## src/rtl/rv_alu_chunked_fsm.sv

```systemverilog
// Multicycle ALU: processes XLEN-bit operands CHUNK_W bits per cycle with a ripple carry.
// Optional macro ALU_FAST_LOGIC_EN lets AND/OR/XOR bypass the chunked EXEC phase.
`timescale 1ns / 1ps

module rv_alu_chunked_fsm #(
    parameter int unsigned XLEN    = 32,
    parameter int unsigned CHUNK_W = 8
) (
    input  logic              i_clk,
    input  logic              i_rst_n,
    input  logic              i_flush,
    input  logic              i_req_valid,
    output logic              o_req_ready,
    input  logic [XLEN-1:0]   i_operand_one,
    input  logic [XLEN-1:0]   i_operand_two,
    input  logic [2:0]        i_alu_sel,
    output logic              o_rsp_valid,
    input  logic              i_rsp_ready,
    output logic [XLEN-1:0]   o_result,
    output logic              o_carry_out,
    output logic              o_illegal
);

    localparam int unsigned NCHUNK = XLEN / CHUNK_W;
    localparam int unsigned CntW   = (NCHUNK > 1) ? $clog2(NCHUNK) : 1;
    localparam logic [CntW-1:0] LastCnt = CntW'(NCHUNK - 1);

    typedef enum logic [1:0] {StIdle, StExec, StDone} state_e;
    typedef enum logic [2:0] {
        OpAdd  = 3'b000,
        OpSub  = 3'b001,
        OpAnd  = 3'b010,
        OpOr   = 3'b011,
        OpXor  = 3'b100,
        OpSlt  = 3'b101,
        OpSltu = 3'b110,
        OpIll  = 3'b111
    } alu_op_e;

    state_e              state_q, state_d;
    logic [CntW-1:0]     cnt_q, cnt_d;
    logic [XLEN-1:0]     a_q, a_d, b_q, b_d;
    alu_op_e             op_q, op_d;
    logic                carry_q, carry_d;
    logic [XLEN-1:0]     acc_q, acc_d;
    logic [XLEN-1:0]     result_q, result_d;
    logic                carry_out_q, carry_out_d;
    logic                illegal_q, illegal_d;

    logic                in_idle, accept, is_sub_type, is_last, fast_path;
    alu_op_e             cur_op;
    logic [CHUNK_W-1:0]  cur_a, cur_b, b_eff, chunk_res;
    logic                cur_cin;
    logic [CHUNK_W:0]    sum;
    logic                flag_n, flag_v, flag_c;
    logic [XLEN-1:0]     acc_next, final_result, fast_result;
    logic                final_carry;

    assign in_idle     = (state_q == StIdle);
    assign o_req_ready = in_idle & ~i_flush;
    assign accept      = i_req_valid & o_req_ready;
    assign o_rsp_valid = (state_q == StDone);
    assign o_result    = result_q;
    assign o_carry_out = carry_out_q;
    assign o_illegal   = illegal_q;

    // Chunk 0 is taken straight from the request inputs on the accept edge, so the
    // datapath source switches between live inputs (IDLE) and captured operands (EXEC).
    always_comb begin
        cur_op      = in_idle ? alu_op_e'(i_alu_sel) : op_q;
        cur_a       = in_idle ? i_operand_one[CHUNK_W-1:0] : a_q[CHUNK_W-1:0];
        cur_b       = in_idle ? i_operand_two[CHUNK_W-1:0] : b_q[CHUNK_W-1:0];
        is_sub_type = (cur_op == OpSub) || (cur_op == OpSlt) || (cur_op == OpSltu);
        cur_cin     = in_idle ? is_sub_type : carry_q;
        b_eff       = is_sub_type ? ~cur_b : cur_b;
        sum         = {1'b0, cur_a} + {1'b0, b_eff} + {{CHUNK_W{1'b0}}, cur_cin};
        flag_n      = sum[CHUNK_W-1];
        flag_c      = sum[CHUNK_W];
        flag_v      = (cur_a[CHUNK_W-1] == b_eff[CHUNK_W-1]) & (flag_n != cur_a[CHUNK_W-1]);
        is_last     = in_idle ? (NCHUNK == 1) : (cnt_q == LastCnt);

        case (cur_op)
            OpAnd:   chunk_res = cur_a & cur_b;
            OpOr:    chunk_res = cur_a | cur_b;
            OpXor:   chunk_res = cur_a ^ cur_b;
            OpIll:   chunk_res = '0;
            default: chunk_res = sum[CHUNK_W-1:0];
        endcase

        // Result bits shift in from the top; after NCHUNK chunks the word is aligned.
        acc_next = acc_q >> CHUNK_W;
        acc_next[XLEN-1 -: CHUNK_W] = chunk_res;

        case (cur_op)
            OpSlt:   final_result = {{(XLEN-1){1'b0}}, flag_n ^ flag_v};
            OpSltu:  final_result = {{(XLEN-1){1'b0}}, ~flag_c};
            default: final_result = acc_next;
        endcase
        final_carry = (cur_op == OpAdd) | is_sub_type ? flag_c : 1'b0;

`ifdef ALU_FAST_LOGIC_EN
        fast_path = (cur_op == OpAnd) || (cur_op == OpOr) || (cur_op == OpXor) ||
                    (cur_op == OpIll);
        case (cur_op)
            OpAnd:   fast_result = i_operand_one & i_operand_two;
            OpOr:    fast_result = i_operand_one | i_operand_two;
            OpXor:   fast_result = i_operand_one ^ i_operand_two;
            default: fast_result = '0;
        endcase
`else
        fast_path   = (cur_op == OpIll);
        fast_result = '0;
`endif
    end

    always_comb begin
        state_d     = state_q;
        cnt_d       = cnt_q;
        a_d         = a_q;
        b_d         = b_q;
        op_d        = op_q;
        carry_d     = carry_q;
        acc_d       = acc_q;
        result_d    = result_q;
        carry_out_d = carry_out_q;
        illegal_d   = illegal_q;

        // Flush wins over everything and leaves the last response values untouched.
        if (i_flush) begin
            state_d = StIdle;
            cnt_d   = '0;
        end else begin
            unique case (state_q)
                StIdle: begin
                    if (accept) begin
                        op_d    = cur_op;
                        a_d     = i_operand_one >> CHUNK_W;
                        b_d     = i_operand_two >> CHUNK_W;
                        carry_d = flag_c;
                        acc_d   = acc_next;
                        cnt_d   = CntW'(1);
                        if (fast_path) begin
                            state_d     = StDone;
                            cnt_d       = '0;
                            result_d    = fast_result;
                            carry_out_d = 1'b0;
                            illegal_d   = (cur_op == OpIll);
                        end else if (is_last) begin
                            state_d     = StDone;
                            cnt_d       = '0;
                            result_d    = final_result;
                            carry_out_d = final_carry;
                            illegal_d   = 1'b0;
                        end else begin
                            state_d = StExec;
                        end
                    end
                end
                StExec: begin
                    a_d     = a_q >> CHUNK_W;
                    b_d     = b_q >> CHUNK_W;
                    carry_d = flag_c;
                    acc_d   = acc_next;
                    cnt_d   = cnt_q + CntW'(1);
                    if (is_last) begin
                        state_d     = StDone;
                        cnt_d       = '0;
                        result_d    = final_result;
                        carry_out_d = final_carry;
                        illegal_d   = 1'b0;
                    end
                end
                StDone: begin
                    if (i_rsp_ready) begin
                        state_d = StIdle;
                    end
                end
                default: state_d = StIdle;
            endcase
        end
    end

    always_ff @(posedge i_clk or negedge i_rst_n) begin
        if (!i_rst_n) begin
            state_q     <= StIdle;
            cnt_q       <= '0;
            a_q         <= '0;
            b_q         <= '0;
            op_q        <= OpAdd;
            carry_q     <= 1'b0;
            acc_q       <= '0;
            result_q    <= '0;
            carry_out_q <= 1'b0;
            illegal_q   <= 1'b0;
        end else begin
            state_q     <= state_d;
            cnt_q       <= cnt_d;
            a_q         <= a_d;
            b_q         <= b_d;
            op_q        <= op_d;
            carry_q     <= carry_d;
            acc_q       <= acc_d;
            result_q    <= result_d;
            carry_out_q <= carry_out_d;
            illegal_q   <= illegal_d;
        end
    end

endmodule

```

## config.mk

```make
export PLATFORM = sky130hd
export DESIGN_NAME = rv_alu_chunked_fsm
export DESIGN_NICKNAME = d
export VERILOG_FILES = /design/src/rtl/rv_alu_chunked_fsm.sv
export SDC_FILE = /design/constraint.sdc
export NUM_CORES = 1
export LEC_CHECK = 0
export CORE_MARGIN = 2
export CORE_UTILIZATION = 57
export CTS_CLUSTER_DIAMETER = 150
export CTS_CLUSTER_SIZE = 8
export DETAILED_ROUTE_END_ITERATION = 10
export PLACE_DENSITY = 0.86
export SLEW_MARGIN = 15
export SYNTH_ARGS = -nofsm -noshare
export SYNTH_HDL_FRONTEND = slang
export SYNTH_SLANG_ARGS = --single-unit
```

## constraint.sdc

```tcl
create_clock -name i_clk -period 8.2 [get_ports i_clk]
set_input_delay 1.64 -clock i_clk [delete_from_list [all_inputs] [get_ports i_clk]]
set_output_delay 1.64 -clock i_clk [all_outputs]
set_load 0.01 [all_outputs]
```

# After elaboration in Yosys (flattened, before gate mapping)

Cells that the tools add are included.

Register bits after elaboration: 138
Output and inout port bits: 36
Word-level logic and storage cells: 92

$add $sub $neg: 3
Equal/unequal tests: 16
Mux-type cells: 42
Bitwise operators: 11
Reduce and logical (&&, ||, !) cells: 10

Operators by type and width:

| kind                 | count |
|---|---|
| $pmux W32 S2         | 5 |
| $mux W32             | 6 |
| $pmux W8 S4          | 1 |
| $mux W8              | 3 |
| $mux W2              | 9 |
| $eq A3 B3 Y1 const B | 4 |
| $mux W1              | 12 |
| $add A8 B8 Y9        | 1 |
| $add A9 B1 Y9        | 1 |
| $reduce_and A3 Y1    | 3 |
| $and A8 B8 Y8        | 1 |
| $not A8 Y8           | 1 |
| $or A8 B8 Y8         | 1 |
| $xor A8 B8 Y8        | 1 |
| $eq A3 B2 Y1 const B | 2 |
| $ne A3 B2 Y1 const B | 2 |
| $pmux W1 S2          | 3 |
| $pmux W2 S3          | 1 |
| $eq A2 B2 Y1 const B | 2 |
| $pmux W2 S2          | 1 |
| $and A1 B1 Y1        | 3 |
| $eq A3 B1 Y1 const B | 1 |
| $logic_not A3 Y1     | 1 |
| $mux W3              | 1 |
| 14 further kinds     | 16 |

# Depth between registers and ports, before layout

Depth in word-level cells: 16
Gate-level depth with buffers: 18
Mapped depth without buffers: 14

# Least setup slack after synthesis

No wires, ideal clock.

Path kind: input to register
From: in i_alu_sel[0]
To: reg result_q[0], in the netlist o_result[0]
Arrival time: 4.844 ns
Required time: 8.124 ns
Path slack: 3.280 ns
Stages on the path: 16
Path buffers: 2
Path through: nor4b_2 a31oi_4 buf_6 nand2_1 o211ai_1 a21boi_1 buf_4 xnor2_1 fa_1 fa_1 a21o_1 a221oi_1 o21bai_1 o41a_1 o211a_1 o21ai_1

Longest elaborated chain between the ends: 15
Elaborated cells on any way between the ends: 21

Ends and longest elaborated chain:

| item                                         | line     | source |
|---|---|---|
| start: declaration                           | 16       | `input logic [2:0] i_alu_sel,` |
| $mux W3 *                                    | 70       | `cur_op = in_idle ? alu_op_e'(i_alu_sel) : op_q;` |
| $eq A3 B1 Y1 or $eq A3 B3 Y1 (tied branches) | 73, 94   |  |
| $logic_or A1 B1 Y1 (2 in series)             | 73       | `is_sub_type = (cur_op == OpSub) \|\| (cur_op == OpSlt) \|\| (cur_op == OpSltu);` |
| $mux W8                                      | 75       | `b_eff = is_sub_type ? ~cur_b : cur_b;` |
| $add A8 B8 Y9                                | 76       | `sum = {1'b0, cur_a} + {1'b0, b_eff} + {{CHUNK_W{1'b0}}, cur_cin};` |
| $add A9 B1 Y9                                | 76       |  |
| $ne A1 B1 Y1                                 | 79       | `flag_v = (cur_a[CHUNK_W-1] == b_eff[CHUNK_W-1]) & (flag_n != cur_a[CHUNK_W-1]);` |
| $and A1 B1 Y1                                | 79       |  |
| $xor A1 B1 Y1                                | 95       | `OpSlt: final_result = {{(XLEN-1){1'b0}}, flag_n ^ flag_v};` |
| $pmux W32 S2                                 | 94       | `case (cur_op)` |
| $mux W32                                     | 148, 165 |  |
| $mux W32                                     | 142      | `if (fast_path) begin` |
| $mux W32                                     | 135      | `if (accept) begin` |
| $pmux W32 S2 *                               | 133      | `unique case (state_q)` |
| end signal: assignment                       | 203      | `result_q <= result_d;` |
| end: declaration                             | 46       | `logic [XLEN-1:0] result_q, result_d;` |

Mark *: on every way between the ends. The rest lies on a longest branch, timed or not. The select of a mux whose other input is x is not followed.
A chain may end at the register's enable or synchronous reset.

# Worst setup path in the final report

Same ends and word-level chain as after synthesis.

==> metrics.md <==
| Metric | Value |
|---|---|
| Max Root-Sink Buffers | 2 |
| Reg-to-Reg End | o_result[0] |
| Min cycle time layout | 5350 ps |
| Beginning of the worst register-to-register path | state_q[1] |
| Leak | 3.55 nW |
| HP Start | a_q[18] |
| Die Wd | 106 um |
| Sequential share of the synthesized area | 48.2% |
| Final worst-path cycle share | 65.3% |
| Die area | 11200 sq um |
| #FFs+latches synth | 114 |
| Worst r2r path cells | 15 |
| Largest family of logic cells by synthesized area | simple AND/OR/NAND/NOR gates |
| HPWL after DPL | 9900 um |
| Synthesis-to-layout area growth | 28.1% |
| CP endpoint | o_result[0] |
| Post-route setup slack | 2850 ps |
| Fraction of registers with async set/reset | 100% |
| Congestion Overflow GR | 0 |
| Fin nets | 837 |
| Worst Path Arrival | 5790 ps |
| Vias in the first global route | 4969 |
| Area leader, netlist | dfrtp_1 |
| Initial antenna violation count | 0 |
| DRC viols | 0 |
| Core area | 10200 sq um |
| DP Area | 7010 sq um |
| Simple-gate share of the synthesized area | 19.8% |
| Post-CTS Setup Bufs | 0 |
| Post-synth top area share | 48.2% |
| Worst-margin pin slew | 1120 ps |
| CTS resizes | 0 |
| Yosys cell types | 56 |
| FILL cells | 740 |
| Critical Path Start Type | input port |
| Slew Limit Fails | 0 |
| Most common cell after layout, fill and taps aside | nand2_1 |
| Post-DRT Antenna Nets | 0 |
| Die height | 106 um |
| Hold buffer count at CTS | 0 |
| Total track usage | 27.2% |
| Post-synth EDFFs | 0 |
| Ys flop type | dfrtp_1 |
| WP data required | 8640 ps |
| Setup slack, reg-to-reg | 3370 ps |
| Iter 0 DRT Violations | 400 |
| Compound-gate portion of the synthesized area | 14.6% |
| Port Buf Inserts | 107 |
| # diodes | 0 |
| Drt wl/cell | 16.2 um |
| Syn Area/Cell | 9.11 sq um |
| Pre-CTS setup slack | 2410 ps |
| Max_cap viols | 0 |
| Root buf cell | clkbuf_8 |
| Mux contribution to synthesized area | 4.60% |
| Most frequent cells in the layout | nand2_1 (171), dfrtp_1 (114), clkdlybuf4s50_1 (106) |
| # clock sinks | 114 |
| Num rows | 37 |
| Post-Syn Area | 5920 sq um |
| Synth Area in Adders | 5.74% |
| H-tree levels | 4 |
| CTS tree | done |
| GP Congestion | 0.822 |
| Worst Setup End Kind | flip-flop |
| Ys Warns | 0 |
| CP Class | in -> reg |
| Initial Utilization | 58.2% |
| Share of cells above drive strength 1 | 7.85% |
| CP max FO | 12 |
| Routed wire length | 14400 um |
| Inserted Clock Buffers | 17 |
| Largest cells by area after synthesis | dfrtp_1 (48%), nand2_1 (11%), ha_1 (5.1%) |
| Mapped Cells | 650 |
| DRT Pass-1 Iters | 5 |
| Cell area after layout | 7590 sq um |
| Setup crit start | i_alu_sel[0] |
| Unrepaired setup endpoints after global routing | false |
| Worst IR Drop VDD | 0.000159 V |
| Post-route insts no fill | 888 |
| Worst hold path type | reg -> reg |
| Clk_lat worst skew | 520 ps |
| First-pass GRT wire length | 23800 um |
| Final Hold Fails | 0 |
| Setup violators final | 0 |
| P per Cell Area | 287 nW/um^2 |
| Largest net degree at the start of global routing | 104 |
| Status | finished, final reports clean |
| Clk slew on worst S/H paths | 60 ps |
| XOR/XNOR Fraction of Synth Area | 2.22% |
| Maximum operating frequency | 0.187 GHz |
| Clock Skew | 10.3 ps |
| Placed insts | 856 |
| Total power | 2.18 mW |
| Post-Syn Nets | 748 |
| Worst rel slew slack | 24.9% |
| Setup TNS | 0 ps |
| IO Count | 108 |
| Vias | 5003 |
| Vias/cell | 5.63 |
## Yosys cell counts, types with 2 or more instances
master	n
a211oi_1	6
a21o_1	4
a21oi_1	10
a221o_1	3
a221oi_1	3
a22o_1	5
a22oi_1	23
a31oi_1	33
and2_1	2
buf_1	2
buf_2	6
buf_4	3
buf_6	4
clkbuf_1	28
dfrtp_1	114
fa_1	2
ha_1	24
inv_1	22
mux2_2	4
mux2_4	3
mux2i_1	16
nand2_1	171
nand2b_1	3
nand3_1	20
nor2_1	73
nor2b_1	3
nor3_1	3
o211ai_1	3
o21ai_0	13
o21bai_1	2
o221ai_1	2
o31ai_2	2
or3_1	2
xnor2_1	12
xor2_1	3
## worst min-delay path by stage
| stage | end | slack [ps] | depth (start not counted) |
|---|---|---|---|
| 2_1_floorplan | a_q[16] | 440 | 2 |
| 3_3_place_gp | b_q[16] | 450 | 2 |
| 3_5_place_dp | a_q[18] | 460 | 2 |
| 4_1_cts | a_q[22] | 470 | 2 |
| 5_1_grt | a_q[23] | 490 | 2 |
| 6_report | a_q[18] | 470 | 2 |
## stage by stage
step | utilization (%) | hold slack [ps]
final | 74.5 | 466
after global placement | 68.8 | 450
after global routing | 74.5 | 488
after detailed placement | 68.8 | 456
after CTS | 74.5 | 469
after floorplan | - | 439
## kinds of logic after synthesis
| logic type | after synthesis |
|---|---|
| simple gates | 285 |
| xor+xnor | 15 |
| fa+ha+maj | 26 |
| mux | 24 |
| flops | 114 |
| compound gates | 121 |
| buf+inv | 65 |
## power breakdown
part           internal, mW  switching [mW]
Sequential            0.695          0.0978
Combinational         0.307           0.369
Clock                 0.431           0.278
Total                  1.43           0.745
## state kept, by name (all words and copies together) (netlist names)
register	count
o_result	32
a_q	24
acc_q	24
b_q	24
op_q	3
cnt_q	2
state_q	2
carry_q	1
o_carry_out	1
o_illegal	1
## area by class of cell
cell class,instances,area [sq um],area share (%)
clock buffers,20,455,6.00
clock inverters,12,119,1.57
inverters,22,82.6,1.09
multi-input cells,471,2800,36.9
flip-flops and latches,114,2850,37.6
well taps,136,170,2.24
repair buffers,113,1110,14.7
## critical path, stage by stage
cell	delay (ps)
clkdlybuf4s50_1	470
nor4b_2	360
a31oi_4	140
nand2_1	140
o211ai_1	110
a21boi_1	180
buf_4	230
xnor2_1	150
fa_1	450
fa_1	420
a21o_1	190
a221oi_1	450
o21bai_1	170
o41a_1	340
o211a_1	230
o21ai_1	130
## layer usage
metal,vias up,track usage [%],share of wire (%)
met3,27,7.66,6.2
li1,2389,-,-
met4,0,11.3,1.9
met5,-,0,0
met1,2410,33.6,43
met2,177,45.2,49
Power figures use the tool's default switching activity.
==> RTL edit (same flow settings) <==
Reset style: synchronous (`i_rst_n`), changed in one clocked block.
--- a/src/rtl/rv_alu_chunked_fsm.sv
+++ b/src/rtl/rv_alu_chunked_fsm.sv
@@ -180,7 +180,7 @@
         end
     end
 
-    always_ff @(posedge i_clk or negedge i_rst_n) begin
+    always_ff @(posedge i_clk) begin
         if (!i_rst_n) begin
             state_q     <= StIdle;
             cnt_q       <= '0;
Check against the original RTL: differs if i_rst_n is asserted again (counterexample within 4 cycles, from zero or initial values and one cycle with i_rst_n low); with i_rst_n held inactive, the same outputs for 4 cycles.
==> RTL edit against the original RTL <==
  * Non-clock buffer count unchanged
  * Die area fell by 3.9%
  * Sequential cell count unchanged
  * Routed wire length increased by 14%
  * Design area down 2.7%
  * Worst setup slack improved by 0.30 ns
  * Synthesized area shrank 4.1%
Power is not compared: it rests on default switching activity, and its combinational part moved more than twofold at a synthesized area within 25%.
==> RTL edit: results (changes against the original RTL) <==
Run status -> completed
Top FF cell, synth -> dfxtp_1
Ys async rst share -> 0% (-100 points)
Largest net degree at the start of global routing -> 111 (+6.7%)
Netlist cell types -> 67 (+20%)
Routed len/inst -> 17.80 µm (+9.6%)
Global-route wire length before repair -> 27.01 mm (+13%)
Post-layout nets -> 879 (+5.0%)
Relative slew slack -> 29.62% (+4.7 points)
Post-DR vias/cell -> 5.931 (+5.3%)
1st-iter DRT viols -> 409 (+2.3%)
Critical Path AT -> 5.42 ns (-0.37 ns)
H-tree levels -> 4 (unchanged)
GPL Wtd Cong -> 0.9005 (+9.5%)
IO buf count -> 107 (unchanged)
Sequential area share after synthesis -> 40.16% (-8.0 points)
Critical-path maximum fanout -> 8 (-4)
Share of cells above drive strength 1 -> 7.935% (+0.089 points)
Clock Skews -> 0.01010 ns (-0.0002170 ns)
CP max stage delay -> 0.62 ns (+0.15 ns)
Hpwl dp -> 11.06 mm (+12%)
Post-synthesis net count -> 795 (+6.3%)
Synth area leaders -> dfxtp_1 (40%), nand2_1 (9.2%), ha_1 (5.3%), nor2_1 (5.2%), a311oi_1 (4.9%)
Mean post-synth cell area -> 8.153 µm² (-11%)
Top cells by count, synth -> nand2_1 (140), dfxtp_1 (114), nor2_1 (79), a21oi_1 (53), clkbuf_1 (33)
Placed cells -> 895 (+4.6%)
Setup WS pre-CTS -> 2.683 ns (+0.2759 ns)
## RTL edit: changes by cell type after synthesis, moves of 5 or more
cell	change
nand2_1	-31
buf_2	+8
clkbuf_1	+5
a21oi_1	+43
a311oi_1	+32
a31oi_1	-31
nor2b_1	+5
nor2_1	+6
a22o_1	-5
dfxtp_1	+114
o21ai_1	+5
dfrtp_1	-114
o21a_1	+5
## RTL edit: path summary, 6_finish.rpt
kind | startpoint | end | slack (ns) | cells after the start
min | o_result[28] | o_result[28] | 0.45 | 2
max | i_alu_sel[0] | acc_q[28] | 3.14 | 14
min reg2reg | o_result[28] | o_result[28] | 0.45 | 2
max reg2reg | state_q[0] | acc_q[28] | 3.79 | 13
## RTL edit: kinds of logic (layout without fill, tap and decap cells)
kind of cell,Yosys count,count (layout),synth area share (%)
and+or+nand+nor,272,272,20.10
AOI/OAI and AO/OA,178,178,22.26
DFF,114,114,40.16
buffers and inverters,71,168,5.064
adders and majority gates,26,26,5.989
muxes,21,21,3.985
xor gates and xnor gates,15,15,2.444
## RTL edit: cell type report
cell class                 instances  area [µm²]
clock buffer                      18       417.9
clock inverter                    14       177.7
fill                             719        2346
inverter                          23       86.33
multi-input combinational        512        3137
sequential                       114        2282
tap                              133       166.4
timing repair buffer             113        1116
## RTL edit: metrics by stage
step	hold WS [ns]	cell area, µm²	power, mW
3_3_place_gp	0.4400	6780	0.8601
4_1_cts	0.4530	7376	1.617
5_1_grt	0.4701	7383	1.678
3_5_place_dp	0.4443	6780	0.8661
6_report	0.4492	7383	1.619
2_1_floorplan	0.4321	5683	0.7773
## RTL edit: power by group through the flow
stage | sequential [mW] | clock, mW | combinational, mW
after floorplan | 0.599 | 0 | 0.179
after global routing | 0.598 | 0.786 | 0.294
final | 0.596 | 0.755 | 0.269
after global placement | 0.606 | 0 | 0.254
after CTS | 0.595 | 0.757 | 0.265
after detailed placement | 0.607 | 0 | 0.259
## RTL edit: worst min-delay path: stages, from the launching register on
cell and delay [ns]:
dfxtp_1 0.31, nand2_1 0.05, o21ai_1 0.05
## RTL edit: layer usage
| layer | wire length, µm | vias up | GRT usage (%) |
|---|---|---|---|
| met2 | 8216 | 241 | 52.02 |
| met1 | 6713 | 2608 | 39.89 |
| met5 | 0 | - | 0 |
| met4 | 315 | 0 | 11.39 |
| li1 | - | 2615 | - |
| met3 | 1258 | 34 | 6.642 |
